**src/rtl/mem_access_unit_pkg.sv**
```systemverilog
// Shared definitions for the load/store execution unit.
// Holds the FSM state encoding, load/store opcode values, label width default
// and the queue-slot label constants QUE0..QUE2 used on the CDB.
package mem_access_unit_pkg;

  typedef enum logic [1:0] {
    IDLE     = 2'd0,
    ACCESS   = 2'd1,
    WAIT_CDB = 2'd2
  } state_e;

  localparam logic OP_LOAD  = 1'b1;
  localparam logic OP_STORE = 1'b0;

  localparam int LABEL_W_DEF = 4;

  // Queue-slot labels; the MSB marks a load/store-queue producer so that
  // label 0 can keep meaning "no pending producer" elsewhere in the core.
  localparam logic [LABEL_W_DEF-1:0] QUE0 = 4'd8;
  localparam logic [LABEL_W_DEF-1:0] QUE1 = 4'd9;
  localparam logic [LABEL_W_DEF-1:0] QUE2 = 4'd10;

  // Access counter width; covers the full 1..15 latency range.
  localparam int CNT_W = 4;

endpackage

```
**src/rtl/mem_access_unit_mem.sv**
```systemverilog
// Purpose: DEPTH x 32 data RAM, synchronous write, combinational read, sync clear.
// Latency: write lands at the clock edge; read data is valid in the same cycle.
// Backpressure: none; a write is taken whenever we_i is high.
// Ports: clk, nRST (sync active-low clear of all words), we_i/waddr_i/wdata_i
//        write port, raddr_i/rdata_o read port.
module mem_array #(
  parameter int DEPTH = 16,
  parameter int IDX_W = (DEPTH > 1) ? $clog2(DEPTH) : 1
) (
  input  logic             clk,
  input  logic             nRST,
  input  logic             we_i,
  input  logic [IDX_W-1:0] waddr_i,
  input  logic [31:0]      wdata_i,
  input  logic [IDX_W-1:0] raddr_i,
  output logic [31:0]      rdata_o
);

  logic [31:0] mem_q [DEPTH];

  always_ff @(posedge clk) begin
    if (!nRST) begin
      for (int i = 0; i < DEPTH; i++) begin
        mem_q[i] <= '0;
      end
    end else if (we_i) begin
      mem_q[waddr_i] <= wdata_i;
    end
  end

  assign rdata_o = mem_q[raddr_i];

endmodule

```
**src/rtl/mem_access_unit.sv**
```systemverilog
// Purpose: load/store execution unit draining the LSQ head into a private data RAM.
// Latency: LATENCY ACCESS cycles per op; loads then hold a CDB request until granted.
// Backpressure: available=0 outside IDLE; a load stalls in WAIT_CDB until cdbGrant.
// Ports: require/op/baseIn/offsetIn/writeData/labelIn from the queue head,
//        available/isLastState back to the queue, cdbReq/cdbGrant/cdbLabel/cdbData
//        towards the CDB arbiter.
module mem_access_unit
  import mem_access_unit_pkg::*;
#(
  parameter int DEPTH   = 16,
  parameter int LATENCY = 3,
  parameter int LABEL_W = LABEL_W_DEF
) (
  input  logic               clk,
  input  logic               nRST,
  input  logic               require,
  input  logic               op,
  input  logic [31:0]        baseIn,
  input  logic [31:0]        offsetIn,
  input  logic [31:0]        writeData,
  input  logic [LABEL_W-1:0] labelIn,
  output logic               available,
  output logic               isLastState,
  output logic               cdbReq,
  input  logic               cdbGrant,
  output logic [LABEL_W-1:0] cdbLabel,
  output logic [31:0]        cdbData
);

  localparam int IDX_W = (DEPTH > 1) ? $clog2(DEPTH) : 1;
  localparam logic [CNT_W-1:0] CNT_INIT = CNT_W'(LATENCY - 1);

  state_e             state_q, state_d;
  logic [CNT_W-1:0]   cnt_q, cnt_d;
  logic               op_q, op_d;
  logic [LABEL_W-1:0] label_q, label_d;
  logic [31:0]        wdata_q, wdata_d;
  logic [IDX_W-1:0]   idx_q, idx_d;
  logic [LABEL_W-1:0] cdb_label_q, cdb_label_d;
  logic [31:0]        cdb_data_q, cdb_data_d;

  logic [31:0]        addr_sum;
  logic               addr_hi_unused;
  logic               accept;
  logic               last_cycle;
  logic               mem_we;
  logic [31:0]        mem_rdata;

  // Address arithmetic wraps at 2^32; only the low index bits select a word.
  assign addr_sum       = baseIn + offsetIn;
  assign addr_hi_unused = ^addr_sum[31:IDX_W];

  assign accept     = (state_q == IDLE) && require;
  assign last_cycle = (state_q == ACCESS) && (cnt_q == '0);

  // ---------------- FSM: state register ----------------
  always_ff @(posedge clk) begin
    if (!nRST) begin
      state_q <= IDLE;
    end else begin
      state_q <= state_d;
    end
  end

  // ---------------- FSM: next state ----------------
  always_comb begin
    state_d = state_q;
    unique case (state_q)
      IDLE:     if (require) state_d = ACCESS;
      ACCESS:   if (cnt_q == '0) state_d = (op_q == OP_LOAD) ? WAIT_CDB : IDLE;
      WAIT_CDB: if (cdbGrant) state_d = IDLE;
      default:  state_d = IDLE;
    endcase
  end

  // ---------------- FSM: outputs ----------------
  always_comb begin
    available   = 1'b0;
    isLastState = 1'b0;
    cdbReq      = 1'b0;
    mem_we      = 1'b0;
    unique case (state_q)
      IDLE:     available = 1'b1;
      ACCESS: begin
        isLastState = (cnt_q == '0);
        mem_we      = (cnt_q == '0) && (op_q == OP_STORE);
      end
      WAIT_CDB: cdbReq = 1'b1;
      default:  available = 1'b0;
    endcase
  end

  // ---------------- Datapath next-state ----------------
  always_comb begin
    cnt_d       = cnt_q;
    op_d        = op_q;
    label_d     = label_q;
    wdata_d     = wdata_q;
    idx_d       = idx_q;
    cdb_label_d = cdb_label_q;
    cdb_data_d  = cdb_data_q;

    if (accept) begin
      cnt_d   = CNT_INIT;
      op_d    = op;
      label_d = labelIn;
      wdata_d = writeData;
      idx_d   = addr_sum[IDX_W-1:0];
    end else if ((state_q == ACCESS) && (cnt_q != '0)) begin
      cnt_d = cnt_q - 1'b1;
    end

    // CDB payload is captured once and then held untouched through WAIT_CDB.
    if (last_cycle && (op_q == OP_LOAD)) begin
      cdb_label_d = label_q;
      cdb_data_d  = mem_rdata;
    end
  end

  always_ff @(posedge clk) begin
    if (!nRST) begin
      cnt_q       <= '0;
      op_q        <= OP_STORE;
      label_q     <= '0;
      wdata_q     <= '0;
      idx_q       <= '0;
      cdb_label_q <= '0;
      cdb_data_q  <= '0;
    end else begin
      cnt_q       <= cnt_d;
      op_q        <= op_d;
      label_q     <= label_d;
      wdata_q     <= wdata_d;
      idx_q       <= idx_d;
      cdb_label_q <= cdb_label_d;
      cdb_data_q  <= cdb_data_d;
    end
  end

  assign cdbLabel = cdb_label_q;
  assign cdbData  = cdb_data_q;

  mem_array #(
    .DEPTH (DEPTH),
    .IDX_W (IDX_W)
  ) u_mem (
    .clk     (clk),
    .nRST    (nRST),
    .we_i    (mem_we),
    .waddr_i (idx_q),
    .wdata_i (wdata_q),
    .raddr_i (idx_q),
    .rdata_o (mem_rdata)
  );

endmodule

```
**config.mk**
```make
export PLATFORM = sky130hd
export DESIGN_NAME = mem_access_unit
export DESIGN_NICKNAME = d
export VERILOG_FILES = /design/src/rtl/mem_access_unit_pkg.sv /design/src/rtl/mem_access_unit_mem.sv /design/src/rtl/mem_access_unit.sv
export SDC_FILE = /design/constraint.sdc
export NUM_CORES = 1
export LEC_CHECK = 0
export ABC_AREA = 1
export BUFFER_PORTS_ARGS = -buffer_cell sky130_fd_sc_hd__buf_2
export CAP_MARGIN = 20
export CORE_MARGIN = 2
export CORE_UTILIZATION = 50
export DETAILED_ROUTE_END_ITERATION = 12
export PLACE_DENSITY = 0.7
export SLEW_MARGIN = 5
export SYNTH_ARGS = -nofsm -noshare
export SYNTH_HDL_FRONTEND = slang
export SYNTH_SLANG_ARGS = --single-unit
```
**constraint.sdc**
```tcl
create_clock -name clk -period 5.2 [get_ports clk]
set_input_delay 0.52 -clock clk [delete_from_list [all_inputs] [get_ports clk]]
set_output_delay 0.52 -clock clk [all_outputs]
set_load 0.02 [all_outputs]
```
==> results.yml, run 1 <==
outcome:
  status: "completed"
power:
  vdd_drop_max_v: 0.000255
  powerDensity_nw_per_um2: 370
  p_total_mw: 10.8
  power.leakage_nw: 11.8
worst_setup_path:
  start_kind: "flop"
  crit_slowest_cell: "nand2_2"
  worstPathMaxFanout: 81
  criticalPathCategory: "flop to flop"
  cpPeakStageDelay_ns: 0.91
  required_ns: 5.42
  arrival_ns: 3.55
  cp_cell_sequence: "inv_8, nor3_2, nand2_1, buf_4, nand2_2"
  end_kind: "flop"
  r2r_slack_ns: 1.87
grt:
  grt_start_max_net_pins: 180
  grt_antenna_before_repair: 0
  met2_usage_pct: 44.9
  busiest_layer: "met2"
  track_usage_pct: 26.3
  grt_pass1_wl_um: 109000
  met1_usage_pct: 34.1
  overflow: 0
  first_global_vias: 19239
  use_met3_pct: 3.88
logic_synthesis:
  synthMuxAreaShare_pct: 0
  syn-num-nets: 2971
  yosysSeqAreaShare_pct: 64.2
  yosys.area_share.simple_pct: 28.6
  synth_compound_area_share_pct: 2.28
  synth.avg_cell_area_um2: 9.28
  synth_top_family_by_area: "simple AND/OR/NAND/NOR gates"
  synthesis.area_um2: 26600
  synth_warnings: 0
  ys_seq_elements: 595
  synth_adder_area_share_pct: 0.311
  synthXorXnorAreaFrac_pct: 0.0990
  postSynthCellCount: 2860
  ys_types: 27
finish:
  layout_commonest_cell: "nand2_1"
  area_growth_pct: 10.3
  most-common-layout-cells: "1041 x nand2_1, 539 x nor2_1, 512 x edfxtp_1"
  diodes: 0
  nets: 2945
  final_cell_count_no_fill: 3572
  nFillCells: 4539
  finish.utilization_pct: 55.7
  drive_gt1_share_pct: 10.8
hold_path:
  hold_path.class: "input port to flop"
clocking:
  post_cts_buffers: 0
  cts_buffers: 60
  ctsResizeCount: 0
  root_buffer: "clkbuf_16"
  htree_levels: 2
  insertion_delay_ns: 0.61
  cts_hold_buf: 0
  cts_max_path_buffers: 3
  clkTransAtPathRegs_ns: 0.06
  clkSinkCount: 595
  cts_tree: "yes"
sta:
  fmax_ghz: 0.300
  slew_violations: 0
  holdWs_ns: 0.164
  rsz0062_at_grt: "false"
  period_minus_slack_ns: 3.33
  relSlewSlack_pct: 23.3
  period_share_pct: 64.0
  tightest_slew_ns: 1.15
  setup_viol: 0
  hold_viol_final: 0
  finClkSkew_ns: 0.0116
  finalSetupTns_ns: 0
placed_design:
  dp_cells: 3454
  place.gp.congestion: 0.790
  dp_hpwl_um: 37500
  io_buffers: 87
routing:
  drc: 0
  firstDrtPassIters: 8
  post_drt_wl_per_cell_um: 20.3
  postRouteAntennaNets: 0
  vias: 19973
  drt_iter0_drc: 2277
  drt_wl_total_um: 72300
  viasPerCell: 5.59
die:
  fp.dieH_um: 234
  core_um2: 52600
  die_x_um: 234
  ios: 144
  initial_core_util_pct: 50.5
  row_count: 84
  dieArea_um2: 55000
run:
  drv_cap: 0
report_power, final:
part	internal [mW]	switching [mW]
sequential	5.36	0.0802
combinational	0.241	0.826
clock	2.51	1.81
total	8.10	2.72
worst paths after layout:
| path | end | start | cells past startpoint |
|---|---|---|---|
| max | u_mem.mem_q[3][10] | idx_q[0] | 5 |
| min | label_q[2] | labelIn[2] | 3 |
| max reg2reg | u_mem.mem_q[3][10] | idx_q[0] | 5 |
| min reg2reg | label_q[2] | label_q[2] | 2 |
cells by family after synthesis:
| group | Yosys count |
|---|---|
| and+or+nand+nor | 1871 |
| DFF | 595 |
| buffers and inverters | 264 |
| AOI/OAI and AO/OA | 121 |
| adders and majority gates | 6 |
| xor gates and xnor gates | 3 |
critical path, delay by kind of cell, from the launching register on:
kind,cells,cell delay (ns)
buf+inv,2,0.66
flops,1,0.78
simple gates,3,1.38
registers in the layout, summed over array words and instances (netlist names):
register and cells:
idx_q 4, label_q 4, cdbLabel 4, op_q 1
wdata_q 32, u_mem.mem_q 512, state_q 2, cdbData 32
cnt_q 4
per-stage QoR:
stage	worst slack, ns	area (um2)
after floorplan	2.50	26600
after global placement	1.84	27100
after detailed placement	1.77	27200
after CTS	1.86	29100
after global routing	1.79	29300
final	1.87	29300
cell usage after synthesis:
cell type,number,share of area (%)
clkbuf_1,137,1.9
fa_1,1,0.075
ha_1,5,0.24
xnor2_1,1,0.033
clkinv_1,34,0.48
buf_1,16,0.23
nor3_4,2,0.12
nand2_4,8,0.34
dfxtp_1,83,6.3
nor3_1,1,0.019
nand3_1,164,3.1
inv_2,3,0.042
nor2_1,539,7.6
nand2_1,1058,15
buf_2,32,0.60
nand3_2,1,0.038
a21oi_1,42,0.79
nor2_2,62,1.5
buf_6,24,1.0
nor3_2,2,0.075
nand3_4,1,0.066
inv_1,18,0.25
nand4_1,32,0.75
nor2_4,1,0.042
edfxtp_1,512,58
o21ai_0,79,1.5
xor2_1,2,0.066
cell type report:
type                    instances  area [um2]  area share [%]
flip-flops and latches        595       17000            58.2
clock buffers                  95        1800            6.14
multi-input cells            2001        8370            28.6
inverters                      55         216           0.739
clock inverters                17         164           0.560
well taps                     688         861            2.94
repair buffers                121         828            2.83
layer usage:
layer / up-vias / routed length [um]
met5: - / 0
met4: 0 / 2440
met3: 172 / 6480
met2: 965 / 35400
met1: 9602 / 28000
li1: 9234 / -
Power figures use the tool's default switching activity.
==> run 2: changes to the inputs <==
PLACE_DENSITY = 0.73   (was 0.7)
clock period = 2.7 ns   (was 5.2 ns; I/O delays follow)
==> run 2 against run 1 <==
- wire length shrank 0.93%
- fmax grew 43%
- final cell count grew 2.0%
- via count grew 1.6%
- global-route usage shrank 0.062 points
- clock skew grew 0.0070 ns
- flip-flop and latch count is the same
- sequential share of layout area shrank 1.5 points
- register-to-register slack lost 1.5 ns
- power grew 95%
- clock-buffer cell count shrank 3
- core utilization grew 1.4 points
- critical endpoint is now u_mem.mem_q[6][17]
==> results.yml, run 2 (synthesis gave the netlist of run 1 again) <==
routing:
  route.met3.wl_um: 6980
  drt_iter0_drc: 2261
  post_drt_wl_per_cell_um: 19.7
  met1Wirelength_um: 27500
  postRouteAntennaNets: 0
  viasPerCell: 5.56
  drt_wl_total_um: 71700
  firstDrtPassIters: 6
  met2_length_um: 34600
  highest_layer: "met4"
  drc: 0
  vias: 20283
power:
  vdd_drop_max_v: 0.000484
  p_switching_mw: 5.27
  swShare_pct: 25.0
  intPower_mw: 15.8
  powerDensity_nw_per_um2: 702
  power.leakage_nw: 12.2
  pwr-share-clk_pct: 40.1
  comb_power_share_pct: 10.4
  p_total_mw: 21.1
  pwr-share-seq_pct: 49.5
sta:
  finalSetupTns_ns: 0
  period_minus_slack_ns: 2.33
  period_share_pct: 86.3
  holdWs_ns: 0.00816
  tightest_slew_ns: 0.925
  fmax_ghz: 0.429
  slew_violations: 0
  relSlewSlack_pct: 38.3
  timing.final.ws_setup_ns: 0.370
  rsz0062_at_grt: "false"
  setup_viol: 0
  hold_viol_final: 0
  finClkSkew_ns: 0.0186
placed_design:
  place.gp.congestion: 0.840
  dp_cells: 3498
  preCtsSetupSlack_ns: 0.423
  dp_hpwl_um: 40600
  io_buffers: 87
finish:
  drive_gt1_share_pct: 12.0
  most-common-layout-cells: "1041 x nand2_1, 539 x nor2_1, 512 x edfxtp_1"
  layout_commonest_cell: "nand2_1"
  final_cell_count_no_fill: 3645
  nets: 3018
  nFillCells: 4421
  largest-register: "u_mem.mem_q"
  area_growth_pct: 13.1
  largest_register_ffs: 512
  diodes: 0
clocking:
  root_buffer: "clkbuf_16"
  htree_levels: 2
  clkTransAtPathRegs_ns: 0.06
  ctsResizeCount: 0
  cts_max_path_buffers: 3
  cts_tree: "yes"
  cts_buffers: 59
  clkSinkCount: 595
  insertion_delay_ns: 0.62
grt:
  first_global_vias: 19527
  grt_start_max_net_pins: 125
  grt_pass1_wl_um: 110000
  overflow: 0
  grt_antenna_before_repair: 0
  track_usage_pct: 26.3
die:
  fp.dieH_um: 234
  initial_core_util_pct: 50.5
  core_um2: 52600
  row_count: 84
  dieArea_um2: 55000
  ios: 144
  die_x_um: 234
run:
  drv_cap: 0
worst_setup_path:
  r2r-end: "u_mem.mem_q[6][17]"
  crit_slowest_cell: "nor3_4"
  criticalPathCategory: "flop to flop"
  cp-startpoint: "cnt_q[1]"
  end_kind: "flop"
  start_kind: "flop"
  arrival_ns: 2.60
  worstPathMaxFanout: 19
  required_ns: 2.97
  r2r_slack_ns: 0.37
  cp_cell_sequence: "inv_1, ha_1, nand3_2, nor2_4, nand3_4, nor3_4, nand2_4, nand2_2, buf_4"
  r2r_cells: 9
  crit_end: "u_mem.mem_q[6][17]"
  reg2reg_from: "cnt_q[1]"
  cpPeakStageDelay_ns: 0.41
hold_path:
  hold_path_startpoint: "writeData[26]"
  hold_path.class: "input port to flop"
outcome:
  status: "completed"
run 2: cell types whose count changed in the layout (fill, tap and decap cells not counted), sizes merged:
cell / delta
bufinv: -2
dlygate4sd3: +36
buf: +38
clkbuf: -3
clkinv: +5
clkinvlp: -1
run 2: metrics by stage:
step	util, %	instance area, um2
2_1_floorplan	-	26600
3_3_place_gp	52.6	27600
3_5_place_dp	52.6	27600
4_1_cts	57.1	30000
5_1_grt	57.1	30000
6_report	57.1	30000
run 2: layout make-up:
| cell class | instances | area, um2 | area share (%) |
|---|---|---|---|
| Tap cell | 688 | 861 | 2.87 |
| Timing Repair Buffer | 195 | 1510 | 5.04 |
| Multi-Input combinational cell | 2001 | 8360 | 27.8 |
| Sequential cell | 595 | 17000 | 56.8 |
| Clock inverter | 19 | 120 | 0.400 |
| Inverter | 55 | 216 | 0.721 |
| Clock buffer | 92 | 1910 | 6.37 |
run 2: power groups by stage:
stage / Clock, mW / Sequential [mW] / Combinational, mW
4_1_cts: 8.52 / 10.4 / 2.17
3_5_place_dp: 0 / 10.6 / 2.12
2_1_floorplan: 0 / 10.6 / 1.38
3_3_place_gp: 0 / 10.6 / 2.07
6_report: 8.46 / 10.4 / 2.19
5_1_grt: 8.85 / 10.5 / 2.39
run 2: how the worst min path moves through the flow:
stage	end	depth (start not counted)
global route	wdata_q[26]	3
finish	wdata_q[26]	3
global placement	cdbLabel[1]	2
detailed placement	cdbLabel[2]	2
CTS	wdata_q[13]	3
floorplan	label_q[0]	2
run 2: metal layers:
layer	track usage [%]	up-vias
li1	-	9389
met1	34.5	9652
met4	11.3	0
met2	43.2	1065
met5	0	-
met3	4.49	177
run 2: critical path: cells and delay by family, from the launching register on:
| kind | cells | cell delay [ns] |
|---|---|---|
| flip-flops | 1 | 0.31 |
| adder cells (fa/ha/maj) | 1 | 0.16 |
| buffers and inverters | 2 | 0.46 |
| AND/OR/NAND/NOR | 6 | 1.02 |
run 2: repair_timing:
action	in CTS	in global routing
buffers inserted	0	0
hold endpoints to repair	36	0
setup endpoints to repair	0	0
hold buffers	36	0
==> run 3: changes to the inputs <==
HOLD_SLACK_MARGIN = 0.08   (was default)
==> run 3 against run 2 <==
- hold slack better by 0.096 ns
- wire length up 0.57%
- combinational power about the same
- via count up 0.76%
- final area up 0.13%
- sequential power about the same
- power up 0.14%
- register-to-register slack about the same
- clock power about the same
- global-route usage about the same
- fmax about the same
- critical path type unchanged
- highest routed layer unchanged
==> results.yml, run 3 (synthesis gave the netlist of run 1 again) <==
finish:
  final_cell_count_no_fill: 3649
  postLayoutCellArea_um2: 30100
  area_growth_pct: 13.3
  nets: 3022
  most-common-layout-cells: "1041 x nand2_1, 539 x nor2_1, 512 x edfxtp_1"
  finish.utilization_pct: 57.2
  largest_register_ffs: 512
  largest-register: "u_mem.mem_q"
  drive_gt1_share_pct: 12.0
  nFillCells: 4417
  diodes: 0
  layout_commonest_cell: "nand2_1"
run:
  drv_cap: 0
routing:
  vias: 20438
  met2_length_um: 34800
  post_drt_wl_per_cell_um: 19.8
  highest_layer: "met4"
  viasPerCell: 5.60
  route.met3.wl_um: 6710
  met1Wirelength_um: 27900
  firstDrtPassIters: 6
  drt_iter0_drc: 2303
  postRouteAntennaNets: 0
  drt_wl_total_um: 72100
  drc: 0
die:
  row_count: 84
  dieArea_um2: 55000
  initial_core_util_pct: 50.5
  die_x_um: 234
  ios: 144
  core_um2: 52600
  fp.dieH_um: 234
worst_setup_path:
  criticalPathCategory: "flop to flop"
  r2r_slack_ns: 0.37
  crit_end: "u_mem.mem_q[1][22]"
  start_kind: "flop"
  end_kind: "flop"
  reg2reg_from: "cnt_q[1]"
  r2r_cells: 9
  r2r-end: "u_mem.mem_q[1][22]"
  arrival_ns: 2.66
  cp-startpoint: "cnt_q[1]"
  worstPathMaxFanout: 12
  required_ns: 3.03
clocking:
  insertion_delay_ns: 0.63
  cts_buffers: 59
  clkSinkCount: 595
  cts_tree: "yes"
  clkTransAtPathRegs_ns: 0.06
  cts_max_path_buffers: 3
  ctsResizeCount: 0
  htree_levels: 2
  root_buffer: "clkbuf_16"
sta:
  period_minus_slack_ns: 2.33
  setup_viol: 0
  tightest_slew_ns: 0.914
  finClkSkew_ns: 0.0160
  fmax_ghz: 0.429
  timing.final.ws_setup_ns: 0.370
  finalSetupTns_ns: 0
  hold_viol_final: 0
  holdWs_ns: 0.104
  rsz0062_at_grt: "false"
  period_share_pct: 86.3
  relSlewSlack_pct: 39.1
  slew_violations: 0
hold_path:
  hold_depth: 4
  hold_path.class: "input port to flop"
placed_design:
  io_buffers: 87
  dp_cells: 3498
  place.gp.congestion: 0.840
  dp_hpwl_um: 40600
  preCtsSetupSlack_ns: 0.423
  placed_cell_area_um2: 27600
grt:
  grt_start_max_net_pins: 125
  grt_pass1_wl_um: 110000
  first_global_vias: 19543
  track_usage_pct: 26.3
  grt_antenna_before_repair: 0
  overflow: 0
power:
  p_total_mw: 21.1
  power.leakage_nw: 12.2
  powerDensity_nw_per_um2: 702
  vdd_drop_max_v: 0.000482
outcome:
  status: "completed"
run 3: changes by cell type in the layout (fill, tap and decap cells not counted):
cell	before	now
dlygate4sd3_1	36	40
run 3: critical path: stages (launching register included):
cell	delay (ns)
dfxtp_1	0.31
inv_1	0.09
ha_1	0.16
nand3_2	0.11
nor2_4	0.16
nand3_4	0.19
nor3_2	0.29
nand2_1	0.16
nand2_2	0.34
buf_12	0.20
run 3: area by class of cell:
class / count / area [um2] / share of cell area, %
clock inverters: 19 / 120 / 0.399
multi-input cells: 2001 / 8360 / 27.8
flip-flops and latches: 595 / 17000 / 56.7
repair buffers: 199 / 1550 / 5.17
clock buffers: 92 / 1910 / 6.36
well taps: 688 / 861 / 2.86
inverters: 55 / 216 / 0.720
run 3: metal layers:
layer / GRT usage (%) / vias up
li1: - / 9395
met5: 0 / -
met1: 34.6 / 9807
met4: 11.3 / 0
met3: 4.47 / 178
met2: 43.3 / 1058
run 3: where the power goes:
group | internal (mW) | total, mW | switching [mW]
Clock | 4.96 | 8.48 | 3.52
Combinational | 0.553 | 2.20 | 1.64
Sequential | 10.3 | 10.4 | 0.131
Total | 15.8 | 21.1 | 5.29
run 3: what timing repair did:
item / CTS / global route
hold buffers: 40 / 0
buffers inserted: 0 / 0
hold endpoints to repair: 39 / 0
endpoints found under the setup margin: 0 / 0
run 3: how the worst min path moves through the flow:
stage,startpoint,end,slack (ns)
2_1_floorplan,labelIn[0],label_q[0],0.44
3_3_place_gp,cdbLabel[1],cdbLabel[1],0.46
3_5_place_dp,cdbLabel[2],cdbLabel[2],0.47
4_1_cts,offsetIn[1],idx_q[1],0.09
5_1_grt,offsetIn[1],idx_q[1],0.12
6_report,offsetIn[1],idx_q[1],0.10
